==> config.mk <==
export PLATFORM = sky130hd
export DESIGN_NAME = serial_adder
export DESIGN_NICKNAME = d
export VERILOG_FILES = /design/src/rtl/serial_adder.sv
export SDC_FILE = /design/constraint.sdc
export NUM_CORES = 1
export LEC_CHECK = 0
export CELL_PAD_IN_SITES_DETAIL_PLACEMENT = 0
export CELL_PAD_IN_SITES_GLOBAL_PLACEMENT = 1
export CORE_MARGIN = 10
export CORE_UTILIZATION = 41
export CTS_CLUSTER_DIAMETER = 60
export DETAILED_ROUTE_END_ITERATION = 8
export GPL_ROUTABILITY_DRIVEN = 0
export PLACE_DENSITY = 0.82
export SLEW_MARGIN = 40
export SYNTH_ARGS = -nofsm -noshare
export SYNTH_HDL_FRONTEND = slang
export SYNTH_SLANG_ARGS = --single-unit
==> constraint.sdc <==
create_clock -name clk -period 2.2 [get_ports clk]
set_clock_uncertainty 0.2 [all_clocks]
set_input_delay 0.44 -clock clk [delete_from_list [all_inputs] [get_ports clk]]
set_output_delay 0.44 -clock clk [all_outputs]
set_load 0.005 [all_outputs]
==> src/rtl/serial_adder.sv <==
// Bit-serial WIDTH-bit adder: LSB-first, one bit per clock through a gate-level full adder.
// Latency: start accepted at E0 -> done pulse and sum/cout valid after edge E0+WIDTH.
// Backpressure: none; start is ignored while busy, and is accepted again in the done cycle.

module half_adder (
    input  logic x,
    input  logic y,
    output logic s,
    output logic c
);
    assign s = x ^ y;
    assign c = x & y;
endmodule

module serial_adder #(
    parameter int WIDTH = 16
) (
    input  logic             clk,
    input  logic             rst_n,
    input  logic             start,
    input  logic [WIDTH-1:0] a,
    input  logic [WIDTH-1:0] b,
    input  logic             cin,
    output logic             busy,
    output logic             done,
    output logic [WIDTH-1:0] sum,
    output logic             cout
);
    localparam int CW = $clog2(WIDTH + 1);

    typedef enum logic [1:0] {
        IDLE,
        RUN,
        DONE
    } state_t;

    state_t           state, state_nxt;
    logic [WIDTH-1:0] a_sh, b_sh, ps_sh, ps_nxt;
    logic             carry;
    logic [CW-1:0]    cnt;
    logic             accept, last_bit;
    logic             ha0_s, ha0_c, fa_s, ha1_c, fa_c;

    half_adder u_ha0 (.x(a_sh[0]), .y(b_sh[0]), .s(ha0_s), .c(ha0_c));
    half_adder u_ha1 (.x(ha0_s),   .y(carry),   .s(fa_s),  .c(ha1_c));
    assign fa_c = ha0_c | ha1_c;

    assign last_bit = (cnt == CW'(WIDTH - 1));

    // Shift-then-overwrite form stays legal for WIDTH=1 as well.
    always_comb begin
        ps_nxt            = ps_sh >> 1;
        ps_nxt[WIDTH-1]   = fa_s;
    end

    always_comb begin
        state_nxt = state;
        busy      = 1'b0;
        done      = 1'b0;
        accept    = 1'b0;
        case (state)
            IDLE: begin
                if (start) begin
                    accept    = 1'b1;
                    state_nxt = RUN;
                end
            end
            RUN: begin
                busy = 1'b1;
                if (last_bit) state_nxt = DONE;
            end
            DONE: begin
                done = 1'b1;
                if (start) begin
                    accept    = 1'b1;
                    state_nxt = RUN;
                end else begin
                    state_nxt = IDLE;
                end
            end
            default: state_nxt = IDLE;
        endcase
    end

    always_ff @(posedge clk or negedge rst_n) begin
        if (!rst_n) state <= IDLE;
        else        state <= state_nxt;
    end

    always_ff @(posedge clk or negedge rst_n) begin
        if (!rst_n) begin
            a_sh  <= '0;
            b_sh  <= '0;
            ps_sh <= '0;
            carry <= 1'b0;
            cnt   <= '0;
            sum   <= '0;
            cout  <= 1'b0;
        end else if (accept) begin
            a_sh  <= a;
            b_sh  <= b;
            ps_sh <= '0;
            carry <= cin;
            cnt   <= '0;
        end else if (busy) begin
            a_sh  <= a_sh >> 1;
            b_sh  <= b_sh >> 1;
            ps_sh <= ps_nxt;
            carry <= fa_c;
            cnt   <= cnt + CW'(1);
            // Result registers only move on the final bit so they hold across later runs.
            if (last_bit) begin
                sum  <= ps_nxt;
                cout <= fa_c;
            end
        end
    end
endmodule

==> results of run 1 <==
sequential cells by signal, indices dropped and copies added, names as in the netlist:
register  flops
ps_sh        15
carry         1
cout          1
sum          16
a_sh         16
b_sh         16
cnt           5
state         2
layout make-up:
| type | count | area, µm² | share of cell area [%] |
|---|---|---|---|
| sequential | 72 | 1802 | 46.95 |
| multi-input combinational | 167 | 1084 | 28.24 |
| timing repair buffer | 62 | 613.1 | 15.98 |
| clock buffer | 13 | 158.9 | 4.141 |
| tap | 99 | 123.9 | 3.228 |
| clock inverter | 3 | 40.04 | 1.043 |
| inverter | 3 | 16.27 | 0.4239 |
stage by stage:
step	setup TNS (ns)	area [µm²]
after detailed placement	-3.645	3626
final	0	3837
after floorplan	0	2995
after CTS	0	3835
after global placement	-3.160	3626
after global routing	0	3837
layer usage:
layer / vias up / part of all wire [%]
met2: 55 / 46
met4: 0 / 0.89
li1: 1025 / -
met1: 1018 / 48
met5: - / 0
met3: 4 / 4.8
where the power goes:
group | leakage [µW] | switching (µW) | internal (µW)
sequential | 0.000890 | 392 | 1960
combinational | 0.000762 | 1010 | 1130
clock | 0.000103 | 463 | 584
total | 0.00176 | 1870 | 3680
cells by family (layout without fill, tap and decap cells):
kind of cell               after synthesis  in the layout  share of synthesized area [%]
AOI/OAI and AO/OA                       52             52                          12.87
adders and majority gates                3              3                          1.504
buffers and inverters                   22             81                          3.843
DFF                                     72             72                          60.15
muxes                                   20             20                          8.563
and+or+nand+nor                         92             92                          13.07
timing repair:
item	in CTS	in global routing
hold endpoints to repair	41	0
hold buffers	1	0
setup endpoints to repair	0	1
resized for setup	0	1
path summary, 6_finish.rpt:
kind                                      start                    to  slack [ns]  cells past startpoint
max                        state[1]$_DFFE_PN0P_                  busy        0.08                      3
min                          cnt[4]$_DFFE_PN0P_    cnt[4]$_DFFE_PN0P_        0.30                      1
max reg2reg                  cnt[0]$_DFFE_PN0P_   sum[15]$_DFFE_PN0P_        0.20                      5
min reg2reg                  cnt[4]$_DFFE_PN0P_    cnt[4]$_DFFE_PN0P_        0.30                      1
max in group asynchronous                 rst_n  b_sh[15]$_DFFE_PN0P_        0.74                      3
min in group asynchronous                 rst_n  ps_sh[8]$_DFFE_PN0P_        0.43                      2
placed cells by master (no fill, tap or decap), drive strengths merged:
master / netlist / layout
mux2i: 2 / 2
nor2b: 2 / 2
o2bb2ai: 1 / 1
buf: 10 / 8
fa: 1 / 1
inv: 2 / 2
dlygate4sd3: 0 / 1
clkbuf: 9 / 13
bufinv: 0 / 1
a22o: 18 / 18
nand3: 13 / 13
nand4: 1 / 1
clkdlybuf4s50: 0 / 53
clkinv: 1 / 3
mux2: 18 / 18
a22oi: 12 / 12
o21ai: 2 / 2
and3: 1 / 1
a31oi: 19 / 19
nand2: 53 / 53
nand2b: 2 / 2
ha: 2 / 2
nor2: 20 / 20
dfrtp: 72 / 72
==> run_results.csv, run 1 <==
group,metric,value,unit
synthesis,ys.warnings.count,0,
setup_path,cp_cell_sequence,"nand2b_2 > clkinv_4 > clkdlybuf4s50_1",
global_route,groute.layer.met1.usage,16.55,%
place,dpl.cell_count,402,
global_route,grt_pass1_vias,2122,
floorplanning,num_io_pins,55,
sta,timing.max_slew.rel_slack,48.66,%
sta,timing.final.crit_share,96.16,%
clocking,post-cts-setup-buffer-count,0,
pwr,p_per_area,1445,nW/µm²
pwr,power.total,5545,µW
sta,min_clock_period_post_route,2.115,ns
setup_path,critPathMaxFanout,3,
floorplanning,die_area,11130,µm²
synthesis,synth.area.top_cells,"dfrtp_1 (60%), nand2_1 (6.5%), a22o_1 (5.3%)",
synthesis,post_synth_most_frequent_cells,"dfrtp_1 (72), nand2_1 (52), a31oi_1 (19), nor2_1 (19), a22o_1 (18)",
setup_path,required_time_at_the_worst_slack_endpoint,1.56,ns
floorplanning,fp-row-count,31,
sta,max_freq,472.7,MHz
sta,final.setup.worst_slack,0.08458,ns
cells_and_area,layoutNonFillerInstCount,419,
place,place_worst_setup_slack,-0.1728,ns
setup_path,worst_path_bufs_invs,2,
synthesis,postSynth.asyncResetShare,100.0,%
sta,number_of_failing_setup_endpoints_in_the_final_timing_report,0,
floorplanning,floorplan.initialDensity,41.74,%
setup_path,timing.setup.critical_path_class,"reg2out",
synthesis,yosys.area.top_type_share,60.15,%
cells_and_area,antenna_cells_inserted,0,
pwr,p_leak,0.001756,µW
sta,max_slew.worst_pin.slew,0.7686,ns
synthesis,synth-edff-count,0,
synthesis,synth_cell_types,26,
cells_and_area,final.fill_count,640,
floorplanning,dieHeight,105.5,µm
setup_path,path_delay_family,"buffers and inverters",
cells_and_area,final_net_count,354,
synthesis,ys_ff_latch,72,
route,num_vias,2102,
route,ant_nets,0,
global_route,grt_pass1_wl,10900,µm
global_route,grt_start_max_net_pins,54,
clocking,worstSkewPairLatency,0.34,ns
hold_path,hold_crit_path_type,"reg2reg",
floorplanning,chipWidth,105.5,µm
clocking,cts_made_buffers,9,
clocking,cts.clk_slew.worst_paths,0.08,ns
global_route,global_route_met3_utilization,2.862,%
sta,grt_setup_unrepaired,"false",
synthesis,synth-main-ff-cell,"dfrtp_1",
floorplanning,floorplan.core_area,7176,µm²
global_route,grt_antenna_before_repair,0,
synthesis,syn_nets,300,
clocking,cts_tree,"yes",
synthesis,syn_area,2995,µm²
sta,report.final.hold_viol_count,0,
global_route,total_global_route_track_usage,12.10,%
synthesis,synth_sequential_area_ratio,60.15,%
setup_path,critical-path-max-stage-delay,0.50,ns
synthesis,yosysMostFrequentCell,"dfrtp_1",
sta,timing_max_transition_violations_final,0,
route,drt_pass1_iterations,4,
setup_path,cp-end-kind,"primary output",
route,drt_drc_violations_left,0,
sta,hold_ws,0.2952,ns
clocking,root_buffer,"clkbuf_8",
route,vias_per_cell,5.017,
route,detail_route.wl_per_cell,15.30,µm
place,dpl.hpwl,4352,µm
global_route,global_route.peak_usage_layer,"met2",
global_route,grt_overflow_total,0,
place,port-buffer-count,54,
cells_and_area,share_of_cells_above_drive_strength_1,14.06,%
clocking,cts.sink_count,72,
pwr,ir_worst_vdd,0.5524,mV
route,drt_iter0_markers,124,
synthesis,synth.largest_area_cell,"dfrtp_1",
synthesis,syn-mean-instance-area,11.48,µm²
cells_and_area,finish.utilization,53.48,%
setup_path,worst-endpoint-arrival,1.48,ns
setup_path,cp-start-kind,"register",
status,status,"finished, final reports clean",
synthesis,postSynthCellCount,261,
cells_and_area,relative_area_change_from_synthesis_to_final_layout,28.11,%
clocking,htree_levels,3,
clocking,cts_max_path_buffers,2,
setup_path,slowest_stage,"clkdlybuf4s50_1",
global_route,globalRouteMet2Util,17.33,%
route,detailed_route_wl,6411,µm
job,cap_viol_max_count,0,
Note: power is estimated with default switching activity, not from simulation.
==> run 2: changes to the inputs <==
Settings changed: CTS_CLUSTER_DIAMETER 60 to unset.
==> results of run 2 <==
No change in the layout: final DEF, timing and power equal those of run 1.
==> patch: new RTL, config.mk and constraints of run 1 <==
The parameter `WIDTH` goes from 16 to 8.
--- a/src/rtl/serial_adder.sv
+++ b/src/rtl/serial_adder.sv
@@ -14,5 +14,5 @@
 
 module serial_adder #(
-    parameter int WIDTH = 16
+    parameter int WIDTH = 8
 ) (
     input  logic             clk,
Interface: changed (resized a, b and sum); port bits go from 55 to 31. The function was not compared with the original's and may differ.
==> patch against run 1 <==
  * The flow now finishes with violations (hold timing)
  * Hold slack worse by 0.30 ns
  * Clock power shrank 59%
  * Highest routed layer unchanged
  * Count of clock-buffer cells in the layout down 7
  * Sequential cell count fell by 33
  * Cell area shrank 47%
  * Wire length fell by 49%
  * Register-to-register slack improved by 0.18 ns
  * Final cell count shrank 47%
  * Area after synthesis shrank 46%
  * Utilization is 1.1 points higher
  * Worst setup slack got worse by 0.019 ns
  * Fmax is 0.89% lower
  * Total power decreased by 51%
==> patch: results (changes against run 1) <==
Post-synth top cells - dfrtp_1, nand2_1, nor2_1 (was dfrtp_1, nand2_1, a31oi_1, nor2_1, a22o_1)
H-tree depth - 2 (was 3)
number of synthesized flops with an enable pin - 0 (unchanged)
Clk Latency, worst-skew pair - 0.28 ns (was 0.34 ns)
total track usage - 0.106 (was 0.121)
biggest regs - a_sh (8), b_sh (8), sum (8) (was a_sh (16), b_sh (16), sum (16))
clk buf depth - 2 (unchanged)
Setup crit start kind - flip-flop (unchanged)
Total Nets Final - 199 (was 354)
pin count of the biggest net entering global routing - 40 (was 54)
Hold Slack - -0.00512 ns (was 0.295 ns)
CTS Buf Count - 5 (was 9)
post-CTS setup buffer count - 0 (unchanged)
final hold vios - 6 (was 0)
CTS root buffer - clkbuf_8 (unchanged)
CP max FO - 3 (unchanged)
ys flop type - dfrtp_1 (unchanged)
DP Wirelength - 2280 um (was 4350 um)
DR iter-0 viols - 75 (was 124)
DR pass1 iterations - 4 (unchanged)
run status - finished, violations left (was complete, no violations)
Leakage - 0.000921 uW (was 0.00176 uW)
failing checks - hold timing
I/O Buffers - 30 (was 54)
Seq/Total Area, Yosys - 0.605 (was 0.602)
Warnings, synthesis - 0 (unchanged)
wire per inst - 14.6 um (was 15.3 um)
Via Count - 1156 (was 2102)
FF-to-FF Start - state[1] (was cnt[0])
Yosys cell types - 23 (was 26)
synth top area cells - dfrtp_1, nand2_1, mux2_2 (was dfrtp_1, nand2_1, a22o_1)
Worst-path clk slew - 0.07 ns
fraction of layout cells with a size suffix above 1 - 0.136 (was 0.141)
Hold Crit Class - in2async (was reg2reg)
first-pass GRT wire length - 5670 um (was 10900 um)
Slew @ Worst Pin - 0.509 ns (was 0.769 ns)
post-CTS sizing - 0 (unchanged)
syn_nets - 164 (was 300)
number of fill cells in the layout - 342 (was 640)
Worst EP arrival - 1.49 ns
R2R Setup Slk - 0.38 ns (was 0.20 ns)
Max VDD drop - 611 uV (was 552 uV)
initial antenna violation count - 0 (unchanged)
[patch: worst paths after layout]
path,end,depth (start not counted)
min in group clk,b_sh[7],1
hold reg to reg,b_sh[7],1
setup reg to reg,sum[4],3
max in group asynchronous,state[0],2
setup / recovery,busy,3
hold / removal,b_sh[4],2
[patch: report_power, final]
group | total, uW | switching [uW] | internal [uW]
clock | 426 | 215 | 211
combinational | 1070 | 503 | 566
sequential | 1240 | 200 | 1040
[patch: through the flow]
stage	std cells	util	setup WS (ns)	total power, uW	cell area, um^2
6_report	224	0.546	0.0656	2740	2040
5_1_grt	224	0.546	0.00782	2980	2040
4_1_cts	224	0.546	0.0534	2780	2040
3_5_place_dp	218	0.527	0.336	2340	1970
3_3_place_gp	218	0.527	0.384	2310	1970
2_1_floorplan	142	-	0.534	1930	1610
[patch: cell families (layout without fill, tap and decap cells)]
| logic type | count (synthesis) | in the layout | synth area share |
|---|---|---|---|
| buffers and inverters | 9 | 43 | 0.0279 |
| muxes | 10 | 10 | 0.0690 |
| AOI/OAI and AO/OA | 27 | 27 | 0.122 |
| adders and majority gates | 2 | 2 | 0.0202 |
| xor gates and xnor gates | 1 | 1 | 0.00543 |
| DFF | 39 | 39 | 0.605 |
| and+or+nand+nor | 54 | 54 | 0.151 |
[patch: metal layers]
layer / GRT usage / wire length (um) / share of wire
met5: 0 / 0 / 0
met4: 0.0301 / 31 / 0.0095
met3: 0.0518 / 276 / 0.084
met2: 0.160 / 1430 / 0.44
met1: 0.131 / 1530 / 0.47
[patch: worst max-delay path, cell delays in order (launching register included)]
cell and delay, ns:
dfrtp_1 0.40, nand2b_1 0.23, inv_2 0.09, clkdlybuf4s50_1 0.50
[patch: final cells by class]
class,instances,area share
well taps,48,0.0294
flip-flops and latches,39,0.477
clock buffers,6,0.0355
inverters,1,0.00184
repair buffers,36,0.166
multi-input cells,94,0.289
